## src/rtl/imem_loader_pkg.sv

```systemverilog
// Shared types and constants for the byte-stream instruction memory loader.
// IMEM_LOADER_CHECKSUM_EN adds the CHK state to the FSM encoding.
package imem_loader_pkg;

  localparam int LEN_BYTES = 4;
  localparam int LANES     = 4;

  typedef logic [LANES-1:0] be_t;

  typedef enum logic [2:0] {
    ST_IDLE = 3'd0,
    ST_LEN  = 3'd1,
    ST_DATA = 3'd2,
`ifdef IMEM_LOADER_CHECKSUM_EN
    ST_CHK  = 3'd3,
`endif
    ST_DONE = 3'd4
  } loader_state_t;

endpackage

```

## src/rtl/imem_word_packer.sv

```systemverilog
// Assembles stream bytes into little-endian words with per-lane enables.
// The merged view (stored lanes plus the incoming byte) feeds the write port directly.
module imem_word_packer
  import imem_loader_pkg::*;
#(
  parameter int BYTE_WIDTH = 8,
  parameter int DATA_WIDTH = 32
) (
  input  logic                  clk,
  input  logic                  rst,
  input  logic                  i_clear,
  input  logic                  i_insert,
  input  logic                  i_flush,
  input  logic [1:0]            i_lane,
  input  logic [BYTE_WIDTH-1:0] i_byte,
  output logic [DATA_WIDTH-1:0] o_word,
  output be_t                   o_be
);

  logic [DATA_WIDTH-1:0] r_word;
  be_t                   r_be;
  logic [DATA_WIDTH-1:0] w_word;
  be_t                   w_be;

  // Merge the incoming byte into its lane so a flush sees the complete word.
  always_comb begin
    w_word = r_word;
    w_be   = r_be;
    if (i_insert) begin
      w_word[int'(i_lane)*BYTE_WIDTH +: BYTE_WIDTH] = i_byte;
      w_be[i_lane]                                  = 1'b1;
    end else begin
      w_word = r_word;
      w_be   = r_be;
    end
  end

  // Hold partial words; emptied on flush, on a new load or on reset.
  always_ff @(posedge clk) begin
    if (rst || i_clear) begin
      r_word <= '0;
      r_be   <= '0;
    end else if (i_insert) begin
      if (i_flush) begin
        r_word <= '0;
        r_be   <= '0;
      end else begin
        r_word <= w_word;
        r_be   <= w_be;
      end
    end
  end

  assign o_word = w_word;
  assign o_be   = w_be;

endmodule

```

## src/rtl/imem_loader.sv

```systemverilog
// Length-prefixed byte stream to instruction-memory word writes; holds the core via busy.
// Optional trailing XOR checksum byte when IMEM_LOADER_CHECKSUM_EN is defined.
module imem_loader
  import imem_loader_pkg::*;
#(
  parameter int                     ADDR_WIDTH = 32,
  parameter int                     BYTE_WIDTH = 8,
  parameter int                     DATA_WIDTH = 32,
  parameter longint unsigned        TOTAL_DATA = 1048576,
  parameter logic [ADDR_WIDTH-1:0]  BASE_ADDR  = '0
) (
  input  logic                  clk,
  input  logic                  rst,
  input  logic                  start,
  input  logic                  rx_valid,
  input  logic [BYTE_WIDTH-1:0] rx_data,
  output logic                  rx_ready,
  output logic                  wr_en,
  output logic [ADDR_WIDTH-1:0] wr_addr,
  output logic [DATA_WIDTH-1:0] wr_data,
  output logic [3:0]            wr_be,
  output logic                  busy,
  output logic                  done,
  output logic                  err
);

  loader_state_t         r_state;
  logic [31:0]           r_cnt;
  logic [31:0]           r_len;
  logic                  r_rx_ready;
  logic                  r_wr_en;
  logic [ADDR_WIDTH-1:0] r_wr_addr;
  logic [DATA_WIDTH-1:0] r_wr_data;
  be_t                   r_wr_be;
  logic                  r_busy;
  logic                  r_done;
  logic                  r_err;
`ifdef IMEM_LOADER_CHECKSUM_EN
  logic [BYTE_WIDTH-1:0] r_csum;
`endif

  logic                  w_hs;
  logic [31:0]           w_byte32;
  logic [31:0]           w_len_next;
  logic                  w_len_ovf;
  logic                  w_last;
  logic                  w_flush;
  logic                  w_insert;
  logic                  w_clear;
  logic [DATA_WIDTH-1:0] w_word;
  be_t                   w_be;

  assign w_hs       = rx_valid & r_rx_ready;
  assign w_byte32   = 32'(rx_data);
  assign w_len_next = r_len | (w_byte32 << (5'd8 * {3'b000, r_cnt[1:0]}));
  // 33-bit sum so BASE_ADDR + len cannot wrap past the memory size check.
  assign w_len_ovf  = ({1'b0, 32'(BASE_ADDR)} + {1'b0, w_len_next}) > 33'(TOTAL_DATA);
  assign w_last     = (r_cnt == (r_len - 32'd1));
  assign w_flush    = (r_cnt[1:0] == 2'd3) | w_last;
  assign w_insert   = (r_state == ST_DATA) & w_hs;
  assign w_clear    = (r_state == ST_IDLE) & start;

  imem_word_packer #(
    .BYTE_WIDTH (BYTE_WIDTH),
    .DATA_WIDTH (DATA_WIDTH)
  ) u_packer (
    .clk      (clk),
    .rst      (rst),
    .i_clear  (w_clear),
    .i_insert (w_insert),
    .i_flush  (w_flush),
    .i_lane   (r_cnt[1:0]),
    .i_byte   (rx_data),
    .o_word   (w_word),
    .o_be     (w_be)
  );

  // Loader FSM: length capture, data packing, optional checksum, completion pulse.
  always_ff @(posedge clk) begin
    if (rst) begin
      r_state    <= ST_IDLE;
      r_cnt      <= 32'd0;
      r_len      <= 32'd0;
      r_rx_ready <= 1'b0;
      r_wr_en    <= 1'b0;
      r_wr_addr  <= '0;
      r_wr_data  <= '0;
      r_wr_be    <= 4'b0000;
      r_busy     <= 1'b0;
      r_done     <= 1'b0;
      r_err      <= 1'b0;
`ifdef IMEM_LOADER_CHECKSUM_EN
      r_csum     <= '0;
`endif
    end else begin
      r_wr_en <= 1'b0;
      r_done  <= 1'b0;
      case (r_state)
        ST_IDLE: begin
          if (start) begin
            r_state    <= ST_LEN;
            r_cnt      <= 32'd0;
            r_len      <= 32'd0;
            r_err      <= 1'b0;
            r_busy     <= 1'b1;
            r_rx_ready <= 1'b1;
`ifdef IMEM_LOADER_CHECKSUM_EN
            r_csum     <= '0;
`endif
          end
        end
        ST_LEN: begin
          if (w_hs) begin
            r_len <= w_len_next;
            if (r_cnt[1:0] == 2'(LEN_BYTES - 1)) begin
              r_cnt <= 32'd0;
              if (w_len_ovf) begin
                r_err      <= 1'b1;
                r_state    <= ST_DONE;
                r_done     <= 1'b1;
                r_rx_ready <= 1'b0;
              end else if (w_len_next == 32'd0) begin
`ifdef IMEM_LOADER_CHECKSUM_EN
                r_state    <= ST_CHK;
`else
                r_state    <= ST_DONE;
                r_done     <= 1'b1;
                r_rx_ready <= 1'b0;
`endif
              end else begin
                r_state <= ST_DATA;
              end
            end else begin
              r_cnt <= r_cnt + 32'd1;
            end
          end
        end
        ST_DATA: begin
          if (w_hs) begin
            r_cnt <= r_cnt + 32'd1;
`ifdef IMEM_LOADER_CHECKSUM_EN
            r_csum <= r_csum ^ rx_data;
`endif
            if (w_flush) begin
              r_wr_en   <= 1'b1;
              r_wr_addr <= BASE_ADDR + ADDR_WIDTH'({r_cnt[31:2], 2'b00});
              r_wr_data <= w_word;
              r_wr_be   <= w_be;
            end
            if (w_last) begin
`ifdef IMEM_LOADER_CHECKSUM_EN
              r_state    <= ST_CHK;
`else
              r_state    <= ST_DONE;
              r_done     <= 1'b1;
              r_rx_ready <= 1'b0;
`endif
            end
          end
        end
`ifdef IMEM_LOADER_CHECKSUM_EN
        ST_CHK: begin
          if (w_hs) begin
            if (rx_data != r_csum) begin
              r_err <= 1'b1;
            end
            r_state    <= ST_DONE;
            r_done     <= 1'b1;
            r_rx_ready <= 1'b0;
          end
        end
`endif
        ST_DONE: begin
          r_state <= ST_IDLE;
          r_busy  <= 1'b0;
        end
        default: begin
          r_state    <= ST_IDLE;
          r_busy     <= 1'b0;
          r_rx_ready <= 1'b0;
        end
      endcase
    end
  end

  assign rx_ready = r_rx_ready;
  assign wr_en    = r_wr_en;
  assign wr_addr  = r_wr_addr;
  assign wr_data  = r_wr_data;
  assign wr_be    = r_wr_be;
  assign busy     = r_busy;
  assign done     = r_done;
  assign err      = r_err;

endmodule

```

## config.mk

```make
export PLATFORM = sky130hd
export DESIGN_NAME = imem_loader
export DESIGN_NICKNAME = d
export VERILOG_FILES = /design/src/rtl/imem_loader_pkg.sv /design/src/rtl/imem_word_packer.sv /design/src/rtl/imem_loader.sv
export SDC_FILE = /design/constraint.sdc
export NUM_CORES = 1
export LEC_CHECK = 0
export ABC_AREA = 1
export BUFFER_PORTS_ARGS = -buffer_cell sky130_fd_sc_hd__buf_4
export CORE_MARGIN = 2
export CORE_UTILIZATION = 60
export CTS_CLUSTER_SIZE = 24
export DETAILED_ROUTE_END_ITERATION = 10
export GPL_TIMING_DRIVEN = 0
export PLACE_DENSITY = 0.86
export SYNTH_ARGS = -nofsm -noshare
export SYNTH_HDL_FRONTEND = slang
export SYNTH_HIERARCHICAL = 1
export SYNTH_SLANG_ARGS = --single-unit
export TNS_END_PERCENT = 20
```

## constraint.sdc

```tcl
create_clock -name clk -period 2.76 [get_ports clk]
set_input_delay 0.276 -clock clk [delete_from_list [all_inputs] [get_ports clk]]
set_output_delay 0.276 -clock clk [all_outputs]
set_load 0.02 [all_outputs]
```

==> summary.md <==
| Metric | Value |
|---|---|
| Initial DRT Pass Iterations | `6` |
| Yosys reg bits | `174` |
| GRT Total Usage | `33.66%` |
| Core area | `0.01531 sq mm` |
| CTS root buffer | `clkbuf_16` |
| Internal power | `5.431 mW` |
| Diode count | `0` |
| Most frequently used flop master after synthesis | `dfxtp_1` |
| DR iter-0 viols | `1,220` |
| Synth area leader | `dfxtp_1` |
| Clk pwr share | `23.6%` |
| Synthesized area | `0.009477 sq mm` |
| Combinational Power Share | `44.9%` |
| Worst Path Buf+Inv | `2` |
| Synth unique cells | `43` |
| Pin count of the biggest net entering global routing | `17` |
| Worst-path cell chain | `inv_4 > ha_4 > nand3_4 > nor2_4 > nand2_1 > nand2_1 > o21ai_1 > nor2_1 > nand2_1 > nor2_2 > nand3_1 > nor2_1 > nand2_2 > nand2_4 > nand2_8 > clkbuf_1 > o21ai_0 > nor2_1` |
| Port bufs | `82` |
| Number of synthesized flops with an enable pin | `0` |
| Mean Syn Cell Area | `6.420 sq um` |
| Max cap viols | `0` |
| Outcome | `completed` |
| Placed Area | `0.01036 sq mm` |
| Starting density of the core | `61.88%` |
| Crit. End Element | `register` |
| # fillers | `1,237` |
| Area grow syn2layout | `18.89%` |
| RSZ-0062 raised after global routing | `yes` |
| Vias in the first global route | `8,946` |
| Min Clock Period, post-route | `2694 ps` |
| Critical path depth in cells | `18` |
| Endpoints failing setup | `0` |
| Num rows | `45` |
| Total Routed Length | `28,550 microns` |
| Initial antenna violation count | `0` |
| R2R Path End | `wr_addr[2]` |
| # H-tree levels | `4` |
| P_leak | `4.836 nW` |
| CTS Buf Count | `17` |
| Fin. Hold Viols | `0` |
| Post-synth top cells | `nand2_1 (402), nor2_1 (269), dfxtp_1 (174)` |
| DR vias/cell | `5.646` |
| Via count | `10,230` |
| Syn Inst Count | `1,476` |
| Slowest-stage cell, CP | `dfxtp_4` |
| Sw Ratio | `45.30%` |
| Synth area leaders | `dfxtp_1 (37%), nand2_1 (16%), nor2_1 (11%)` |
| Worst Hold Class | `in -> reg` |
| Hpwl dp | `21,150 microns` |
| Clock Skews | `11.86 ps` |
| Worst relative slew slack | `45.41%` |
| Register area share after synthesis | `36.76%` |
| Critical path capture point | `wr_addr[2]` |
| Reg2Reg Depth | `18` |
| Asr flop ratio synth | `0%` |
| Most frequent cell after synthesis | `nand2_1` |
| Grt total ovfl | `0` |
| Least-Margin Pin Slew | `818.9 ps` |
| Critical path's top delay family | `simple AND/OR/NAND/NOR gates` |
| CTS Sinks | `174` |
| CTS tree | `done` |
| Number of buffers on the longest clock path | `2` |
| Sequential share of power | `31.5%` |
| CP startpoint | `r_len[0]` |
| Ys Warns | `6` |
| Sw Pwr | `4.497 mW` |
| RR Startpoint | `r_len[0]` |
| GPL Wtd Cong | `0.9867` |
| Nets | `1,611` |
| Worst-Skew Late Latency | `440 ps` |
| CP max stage delay | `370 ps` |
| Post-route clock period utilization | `97.62%` |
| Clk pin slew, worst setup/hold paths | `70 ps` |
| CP startpoint kind | `register` |
| Peak VDD IR | `0.6433 mV` |
| First-pass GRT wire length | `44,490 microns` |
| Share of layout cells above drive strength 1 | `13.55%` |
| Routed Antenna Nets | `0` |
| Top-level I/O count | `85` |
| Worst path required time | `3080 ps` |
| Fmax | `371.1 MHz` |
| Die Ht | `129.7 microns` |
| Drt drc | `0` |
| Setup CP Type | `reg -> reg` |
| Post-synth top area share | `36.76%` |
| Final Instance Area | `0.01127 sq mm` |
| Full die area | `0.01682 sq mm` |
| R2R Setup Slk | `70 ps` |
| Critical Path Fanout Max | `10` |
| Avg WL per Cell | `15.76 microns` |
| Setup_tns | `0 ps` |
| Worst Path Arrival | `3010 ps` |
| Slew Viols, Final | `0` |
| Die W | `129.7 microns` |
| Cell area power density | `881.1 mW/mm^2` |
-- stage by stage --
stage	hold slack, ps	cells	setup slack, ps	power, mW	utilization, %
2_1_floorplan	354.5	1477	455.0	6.114	-
3_3_place_gp	436.8	1770	-319.0	7.073	67.65
5_1_grt	114.9	1812	-47.77	10.54	73.57
6_report	104.8	1812	65.64	9.928	73.57
3_5_place_dp	442.6	1770	-362.3	7.155	67.65
4_1_cts	94.19	1804	-5.925	9.577	71.78
-- cells in the final DEF, fill, tap and decap left out, types with 9 or more instances in the layout --
| cell | netlist | routed |
|---|---|---|
| buf_4 | 5 | 92 |
| o21bai_1 | 13 | 13 |
| o21ai_0 | 100 | 96 |
| clkbuf_1 | 38 | 37 |
| nand2_1 | 402 | 400 |
| nor2_1 | 269 | 262 |
| ha_1 | 11 | 10 |
| nor2_4 | 10 | 16 |
| xnor2_1 | 12 | 12 |
| inv_1 | 110 | 108 |
| nand4_1 | 20 | 20 |
| clkbuf_16 | 0 | 19 |
| o21ai_1 | 34 | 30 |
| nand3_1 | 50 | 49 |
| xor2_1 | 24 | 24 |
| nor3_1 | 27 | 26 |
| nor2_2 | 8 | 9 |
| a21oi_1 | 92 | 92 |
| dfxtp_1 | 174 | 170 |
-- layer usage --
metal / GRT usage [%] / vias up / part of all wire, %
met2: 52.63 / 621 / 44
met4: 12.65 / 0 / 3.0
met3: 4.707 / 80 / 11
met5: 0 / - / 0
met1: 47.41 / 4565 / 42
li1: - / 4965 / -
-- power groups by stage --
| stage | Sequential [mW] | Combinational (mW) | Clock (mW) |
|---|---|---|---|
| 2_1_floorplan | 3.04 | 3.07 | 0 |
| 3_3_place_gp | 3.14 | 3.94 | 0 |
| 3_5_place_dp | 3.15 | 4.01 | 0 |
| 4_1_cts | 3.10 | 4.14 | 2.34 |
| 5_1_grt | 3.15 | 4.95 | 2.44 |
| 6_report | 3.13 | 4.46 | 2.34 |
-- worst reg2reg max path, cell delays in order (launching register included) --
cell and delay (ps):
dfxtp_4 370, inv_4 80, ha_4 160, nand3_4 120, nor2_4 170, nand2_1 150
nand2_1 110, o21ai_1 60, nor2_1 100, nand2_1 80, nor2_2 110, nand3_1 100
nor2_1 130, nand2_2 120, nand2_4 140, nand2_8 90, clkbuf_1 200, o21ai_0 240
nor2_1 70
-- worst min-delay path by stage --
stage	from	to	slack [ps]	cells past startpoint
6_report	rst	r_cnt[2]	100	2
5_1_grt	rst	r_cnt[2]	110	2
4_1_cts	rst	r_cnt[2]	90	2
3_5_place_dp	u_packer/r_be[1]	u_packer/r_be[1]	440	2
3_3_place_gp	u_packer/r_be[1]	u_packer/r_be[1]	440	2
2_1_floorplan	rst	r_cnt[2]	350	1
-- registers in the layout (all words and copies together) (netlist names), 3 cells and up --
signal,cells
wr_be,4
u_packer/r_be,4
wr_addr,30
r_len,32
wr_data,32
u_packer/r_word,32
r_state,3
r_cnt,32
-- cell families (layout without fill, tap and decap cells) --
| kind of cell | count (synthesis) | count (layout) | share of synthesized area, % |
|---|---|---|---|
| compound gates | 259 | 259 | 14.44 |
| flops | 174 | 174 | 36.76 |
| buf+inv | 182 | 306 | 8.199 |
| fa+ha+maj | 11 | 11 | 1.452 |
| simple gates | 813 | 813 | 35.78 |
| xor+xnor | 36 | 36 | 3.327 |
| other cells | 1 | 2 | 0.03957 |
-- final cells by class --
type / instances / area [sq um] / area share, %
Clock inverter: 13 / 130.1 / 1.155
Inverter: 118 / 447.9 / 3.976
Tap cell: 211 / 264.0 / 2.343
Timing Repair Buffer: 92 / 729.5 / 6.474
Clock buffer: 19 / 432.9 / 3.842
Buffer: 64 / 396.6 / 3.520
Sequential cell: 174 / 3496 / 31.03
Multi-Input combinational cell: 1121 / 5370 / 47.66
-- repair_timing --
action                                  CTS  global route
endpoints found under the setup margin  112           112
resized for setup                        16            60
gates cloned                              0             2
buffers inserted                          2             6
hold buffers                              0             0
pin swaps                                 2             9
Power figures use the tool's default switching activity.
